## src/rtl/store_unit_m.sv

```systemverilog
// -----------------------------------------------------------------------------
// store_unit_m
// MEM-stage store engine. Captures a store (SB/SH/SW), lane-aligns the data,
// builds byte enables and drives a single request/acknowledge write to data
// memory. The pipeline is stalled until the write is acknowledged or the
// request times out.
//
// Optional feature macro: STORE_MISALIGN_TRAP_EN
//   When defined, misaligned halves/words are not issued to memory. They go
//   straight to DONE and raise oMisaligned together with oStoreDone.
//   When undefined, low address bits are ignored for half/word stores and
//   oMisaligned is constant 0.
// -----------------------------------------------------------------------------
module store_unit_m #(
    parameter int unsigned TIMEOUT_CYCLES = 255,
    parameter int unsigned ADDR_W         = 32
) (
    input  logic              iClk,
    input  logic              iRstN,
    input  logic              iStoreValidM,
    input  logic [1:0]        iStoreTypeM,
    input  logic [ADDR_W-1:0] iAddrM,
    input  logic [31:0]       iWriteDataM,
    input  logic              iMemAck,
    output logic              oMemReq,
    output logic [ADDR_W-1:0] oMemAddr,
    output logic [31:0]       oMemWData,
    output logic [3:0]        oMemByteEn,
    output logic              oStallM,
    output logic              oStoreDone,
    output logic              oBusErr,
    output logic              oMisaligned
);

    // Counter only needs to reach TIMEOUT_CYCLES-1; a zero timeout never fires.
    localparam int unsigned     CNT_W      = (TIMEOUT_CYCLES > 1) ? $clog2(TIMEOUT_CYCLES) : 1;
    localparam logic [CNT_W-1:0] CNT_LAST  = CNT_W'(TIMEOUT_CYCLES - 1);
    localparam logic             TMO_EN    = (TIMEOUT_CYCLES != 0) ? 1'b1 : 1'b0;

    typedef enum logic [1:0] {
        ST_IDLE = 2'b00,
        ST_REQ  = 2'b01,
        ST_DONE = 2'b10
    } state_t;

    // Replicate the store data across all lanes so any enabled lane sees it.
    function automatic logic [31:0] align_wdata(input logic [1:0] st, input logic [31:0] d);
        logic [31:0] w;
        case (st)
            2'b00:   w = {4{d[7:0]}};
            2'b01:   w = {2{d[15:0]}};
            default: w = d;
        endcase
        return w;
    endfunction

    // Byte enables from access size and low address bits (half ignores a[0]).
    function automatic logic [3:0] align_be(input logic [1:0] st, input logic [1:0] a);
        logic [3:0] be;
        case (st)
            2'b00:   be = 4'b0001 << a;
            2'b01:   be = 4'b0011 << {a[1], 1'b0};
            default: be = 4'b1111;
        endcase
        return be;
    endfunction

`ifdef STORE_MISALIGN_TRAP_EN
    // Half on an odd address, or word/11 on a non-word address.
    function automatic logic is_misaligned(input logic [1:0] st, input logic [1:0] a);
        logic m;
        case (st)
            2'b00:   m = 1'b0;
            2'b01:   m = a[0];
            default: m = (a != 2'b00) ? 1'b1 : 1'b0;
        endcase
        return m;
    endfunction
`endif

    state_t             state_r;
    state_t             state_s;
    logic [CNT_W-1:0]   cnt_r;
    logic               capture_s;
    logic               set_err_s;
    logic               set_mis_s;
    logic               stall_s;
    logic               req_r;
    logic               done_r;
    logic               buserr_r;
    logic               mis_r;
    logic [ADDR_W-1:0]  addr_r;
    logic [31:0]        wdata_r;
    logic [3:0]         be_r;

    // Next-state, capture strobe, error/trap flags and pipeline stall.
    always_comb begin
        state_s   = state_r;
        capture_s = 1'b0;
        set_err_s = 1'b0;
        set_mis_s = 1'b0;
        stall_s   = 1'b0;
        case (state_r)
            ST_IDLE: begin
                if (iStoreValidM) begin
                    stall_s = 1'b1;
`ifdef STORE_MISALIGN_TRAP_EN
                    if (is_misaligned(iStoreTypeM, iAddrM[1:0])) begin
                        state_s   = ST_DONE;
                        set_mis_s = 1'b1;
                    end else begin
                        state_s   = ST_REQ;
                        capture_s = 1'b1;
                    end
`else
                    state_s   = ST_REQ;
                    capture_s = 1'b1;
`endif
                end else begin
                    state_s = ST_IDLE;
                end
            end
            ST_REQ: begin
                stall_s = 1'b1;
                if (iMemAck) begin
                    // Ack wins over a coincident timeout.
                    state_s = ST_DONE;
                end else if (TMO_EN && (cnt_r == CNT_LAST)) begin
                    state_s   = ST_DONE;
                    set_err_s = 1'b1;
                end else begin
                    state_s = ST_REQ;
                end
            end
            ST_DONE: begin
                state_s = ST_IDLE;
            end
            default: begin
                state_s = ST_IDLE;
            end
        endcase
    end

    // FSM state register.
    always_ff @(posedge iClk or negedge iRstN) begin
        if (!iRstN) begin
            state_r <= ST_IDLE;
        end else begin
            state_r <= state_s;
        end
    end

    // Timeout counter: counts consecutive REQ cycles, cleared on leaving REQ.
    always_ff @(posedge iClk or negedge iRstN) begin
        if (!iRstN) begin
            cnt_r <= {CNT_W{1'b0}};
        end else if ((state_r == ST_REQ) && (state_s == ST_REQ)) begin
            cnt_r <= cnt_r + {{(CNT_W-1){1'b0}}, 1'b1};
        end else begin
            cnt_r <= {CNT_W{1'b0}};
        end
    end

    // Registered handshake/status outputs, decoded from the next state.
    always_ff @(posedge iClk or negedge iRstN) begin
        if (!iRstN) begin
            req_r    <= 1'b0;
            done_r   <= 1'b0;
            buserr_r <= 1'b0;
            mis_r    <= 1'b0;
        end else begin
            req_r    <= (state_s == ST_REQ)  ? 1'b1 : 1'b0;
            done_r   <= (state_s == ST_DONE) ? 1'b1 : 1'b0;
            buserr_r <= set_err_s;
            mis_r    <= set_mis_s;
        end
    end

    // Write address/data/enables: loaded on acceptance, held otherwise.
    always_ff @(posedge iClk or negedge iRstN) begin
        if (!iRstN) begin
            addr_r  <= {ADDR_W{1'b0}};
            wdata_r <= 32'h0000_0000;
            be_r    <= 4'b0000;
        end else if (capture_s) begin
            addr_r  <= {iAddrM[ADDR_W-1:2], 2'b00};
            wdata_r <= align_wdata(iStoreTypeM, iWriteDataM);
            be_r    <= align_be(iStoreTypeM, iAddrM[1:0]);
        end else begin
            addr_r  <= addr_r;
            wdata_r <= wdata_r;
            be_r    <= be_r;
        end
    end

    assign oMemReq     = req_r;
    assign oMemAddr    = addr_r;
    assign oMemWData   = wdata_r;
    assign oMemByteEn  = be_r;
    assign oStallM     = stall_s;
    assign oStoreDone  = done_r;
    assign oBusErr     = buserr_r;
    assign oMisaligned = mis_r;

endmodule

```

## config.mk

```make
export PLATFORM = sky130hd
export DESIGN_NAME = store_unit_m
export DESIGN_NICKNAME = d
export VERILOG_FILES = /design/src/rtl/store_unit_m.sv
export SDC_FILE = /design/constraint.sdc
export NUM_CORES = 1
export LEC_CHECK = 0
export ABC_CLOCK_PERIOD_IN_PS = 2620
export CAP_MARGIN = 5
export CORE_MARGIN = 4
export CORE_UTILIZATION = 46
export CTS_BUF_LIST = sky130_fd_sc_hd__clkbuf_8 sky130_fd_sc_hd__clkbuf_16
export CTS_CLUSTER_DIAMETER = 30
export DETAILED_ROUTE_END_ITERATION = 6
export PLACE_DENSITY = 0.83
export SKIP_LAST_GASP = 1
export SYNTH_ARGS = -nofsm -noshare
export SYNTH_HDL_FRONTEND = slang
export SYNTH_SLANG_ARGS = --single-unit
```

## constraint.sdc

```tcl
create_clock -name iClk -period 2.62 [get_ports iClk]
set_clock_uncertainty 0.2 [all_clocks]
set_input_delay 0.262 -clock iClk [delete_from_list [all_inputs] [get_ports iClk]]
set_output_delay 0.262 -clock iClk [all_outputs]
set_load 0.005 [all_outputs]
```

==> results.cfg <==
[sta]
fin_hold_ws_ns = 0.2922
slew-limit-headroom_pct = 34.37
period_needed_ns = 1.909
fin_ws_ns = 0.7112
report.final.setup_viol = 0
final_max_slew_viol_count = 0
report.final.hold_viol_count = 0
worst-slew-pin-transition_ns = 0.9845
timing.final.crit_share_pct = 72.85
final.setup.tns_ns = 0
unrepaired_setup_endpoints_after_global_routing = no
maxClockFrequency_mhz = 523.9

[job]
timing.max_cap.violations = 0

[placement]
postPlaceCellArea_mm2 = 0.004871
placement.setup.worst_slack_ns = 0.3974
detailedPlacementHpwl_um = 6316
gp_routability_congestion = 0.8366
placedCellCount = 499
port_buffers = 139

[critical_path]
worst_r2r_path_depth = 3
timing.critical_path.from_type = flop
crit_fanout = 5
worst-endpoint-arrival_ns = 1.45
timing.rr.end = oMemAddr[21]
worst-r2r-setup-slack_ns = 0.79
worst_path_required_ns = 2.16
crit_type = flop to output port
worst_r2r_startpoint = state_r[1]
end_kind = output port

[final_layout]
layout-area-overhead-vs-synth_pct = 51.25
final_core_utilization_pct = 71.40
num_antenna_cells = 0
seqCellArea_mm2 = 0.001977
design_area_mm2 = 0.005151
n_fill_cell = 543
nets = 484
final_layout_size_suffix_gt1_share_pct = 17.03
fin_cells = 516
multiInputGateArea_mm2 = 0.001328

[synth]
total_of_flip_flops_plus_latches_after_synthesis = 79
number_of_different_library_cells_in_the_post_synthesis_netlist = 31
postSynthCellCount = 271
syn_area_per_cell_um2 = 12.57
yosysWarningCount = 0
synthFlopType = dfrtp_1
async_flop_share_pct = 100.0
seq_area_frac_synth_pct = 58.05
syn-cell-area_mm2 = 0.003406
synth-edff-count = 0

[grt]
grt.total_usage_pct = 20.29
antenna_found_initial = 0
first_global_vias = 2818
grt_overflow = 0
grt_max_degree = 89
grt_pass1_wl_um = 13720

[clocking]
numCtsBuffers = 9
clkLatencyLatePin_ns = 0.34
clk_pin_slew_worst_paths_ns = 0.08
cts_tree = done
cts.sink_count = 79
h-tree-depth = 3
clock_path_buffers = 2
cts_repair_resize_count = 0
cts_setup_buffers = 0
cts_root_buffer = clkbuf_8

[floorplan]
fp_rows = 31
die_height_um = 94.05
io-pin-count = 143
initial_standard_cell_utilization_of_the_core_pct = 47.21
die_w_um = 94.05
dieArea_mm2 = 0.008844
fp.coreArea_mm2 = 0.007214

[routing]
first_iter_violations = 73
drt_pre_antenna_iters = 4
drc_errors = 0
ant_nets = 0
detail_route.wl_per_cell_um = 16.77
routed_wl_um = 8655
route.detailed.vias_per_inst = 5.074
num_vias = 2618

[hold_path]
hold_path_class = flop to flop
min_path_cells = 1
holdPathEnd = oMemWData[6]
worst_hold_startpoint = oMemWData[6]

[run_status]
status = finished, final reports clean

[power]
overall_power_mw = 4.909
p_leak_nw = 2.134
cellPowerDensity_mw_per_mm2 = 953.1
max-vdd-ir-drop_mv = 0.5576
-- synthesized netlist by cell type, types with 2 or more instances --
| library cell | number | area, um2 |
|---|---|---|
| dfrtp_1 | 79 | 1977 |
| nor2_1 | 27 | 101.4 |
| a21oi_1 | 28 | 140.1 |
| nand2_1 | 10 | 37.54 |
| inv_1 | 3 | 11.26 |
| buf_2 | 9 | 45.04 |
| nor3b_1 | 2 | 15.01 |
| xor2_1 | 2 | 17.52 |
| o21ai_0 | 10 | 50.05 |
| ha_1 | 2 | 25.02 |
| nand2b_1 | 3 | 18.77 |
| mux2_2 | 45 | 506.7 |
| mux2i_1 | 24 | 240.2 |
| nand3_1 | 4 | 20.02 |
| buf_4 | 7 | 52.55 |
-- kinds of logic (layout without fill, tap and decap cells) --
| kind of cell | Yosys count | after routing | synth area share [%] |
|---|---|---|---|
| compound gates | 42 | 42 | 6.944 |
| xor+xnor | 3 | 3 | 0.7716 |
| fa+ha+maj | 2 | 2 | 0.7346 |
| buf+inv | 19 | 163 | 3.196 |
| flops | 79 | 79 | 58.05 |
| mux | 70 | 70 | 22.26 |
| other cells | 1 | 3 | 0.1101 |
| simple gates | 55 | 55 | 7.936 |
-- cell usage in the layout (no fill, tap or decap), drive strengths merged, types with 2 or more instances in the layout --
cell           instances
a21oi                 29
mux2                  46
nand2b                 3
nand2                 10
clkdlybuf4s50        138
o21ai                 10
dfrtp                 79
buf                    5
mux2i                 24
bufinv                 4
inv                    4
conb                   3
nor2                  28
ha                     2
xor2                   2
nand3                  4
clkbuf                10
nor3b                  3
-- metal layers --
metal	global-route usage (%)	routed length, um
met5	0	0
met3	6.490	754
met1	23.26	3327
met4	7.341	122
met2	35.36	4450
-- worst max-delay path, cell delays in order (launching register included) --
cell,delay (ns)
dfrtp_1,0.44
nor2_1,0.07
nor2_1,0.09
clkdlybuf4s50_1,0.52
-- registers in the layout, indices dropped and copies added (netlist names) --
register and flops:
cnt_r 8, oMemReq 1, oMemWData 32, oMemByteEn 4, oBusErr 1, oMemAddr 30, state_r 2, oStoreDone 1
-- power breakdown --
group	switching, mW	leakage, nW	internal, mW	total, mW
clock	0.432	0.138	0.754	1.19
combinational	0.584	1.07	1.21	1.80
sequential	0.251	0.931	1.67	1.93
total	1.27	2.13	3.64	4.91
-- worst max-delay path by stage --
| stage | start | end | slack [ns] | depth (start not counted) |
|---|---|---|---|---|
| 2_1_floorplan | state_r[1] | oMemWData[2] | 1.04 | 3 |
| 3_3_place_gp | iStoreTypeM[0] | oMemWData[14] | 0.45 | 5 |
| 3_5_place_dp | iStoreTypeM[0] | oMemWData[14] | 0.40 | 5 |
| 4_1_cts | state_r[0] | oStallM | 0.68 | 3 |
| 5_1_grt | iStoreTypeM[0] | oMemWData[14] | 0.60 | 5 |
| 6_report | state_r[0] | oStallM | 0.71 | 3 |
-- area by class of cell --
cell class,instances,area share [%]
Timing Repair Buffer,144,27.98
Inverter,3,0.2186
Clock buffer,10,2.672
Multi-Input combinational cell,175,25.77
Tap cell,99,2.405
Sequential cell,79,38.38
Clock inverter,6,2.575
-- what timing repair did --
item	in CTS	in global routing
hold endpoints to repair	79	0
hold buffers	1	0
setup endpoints to repair	0	0
Power figures use the tool's default switching activity.
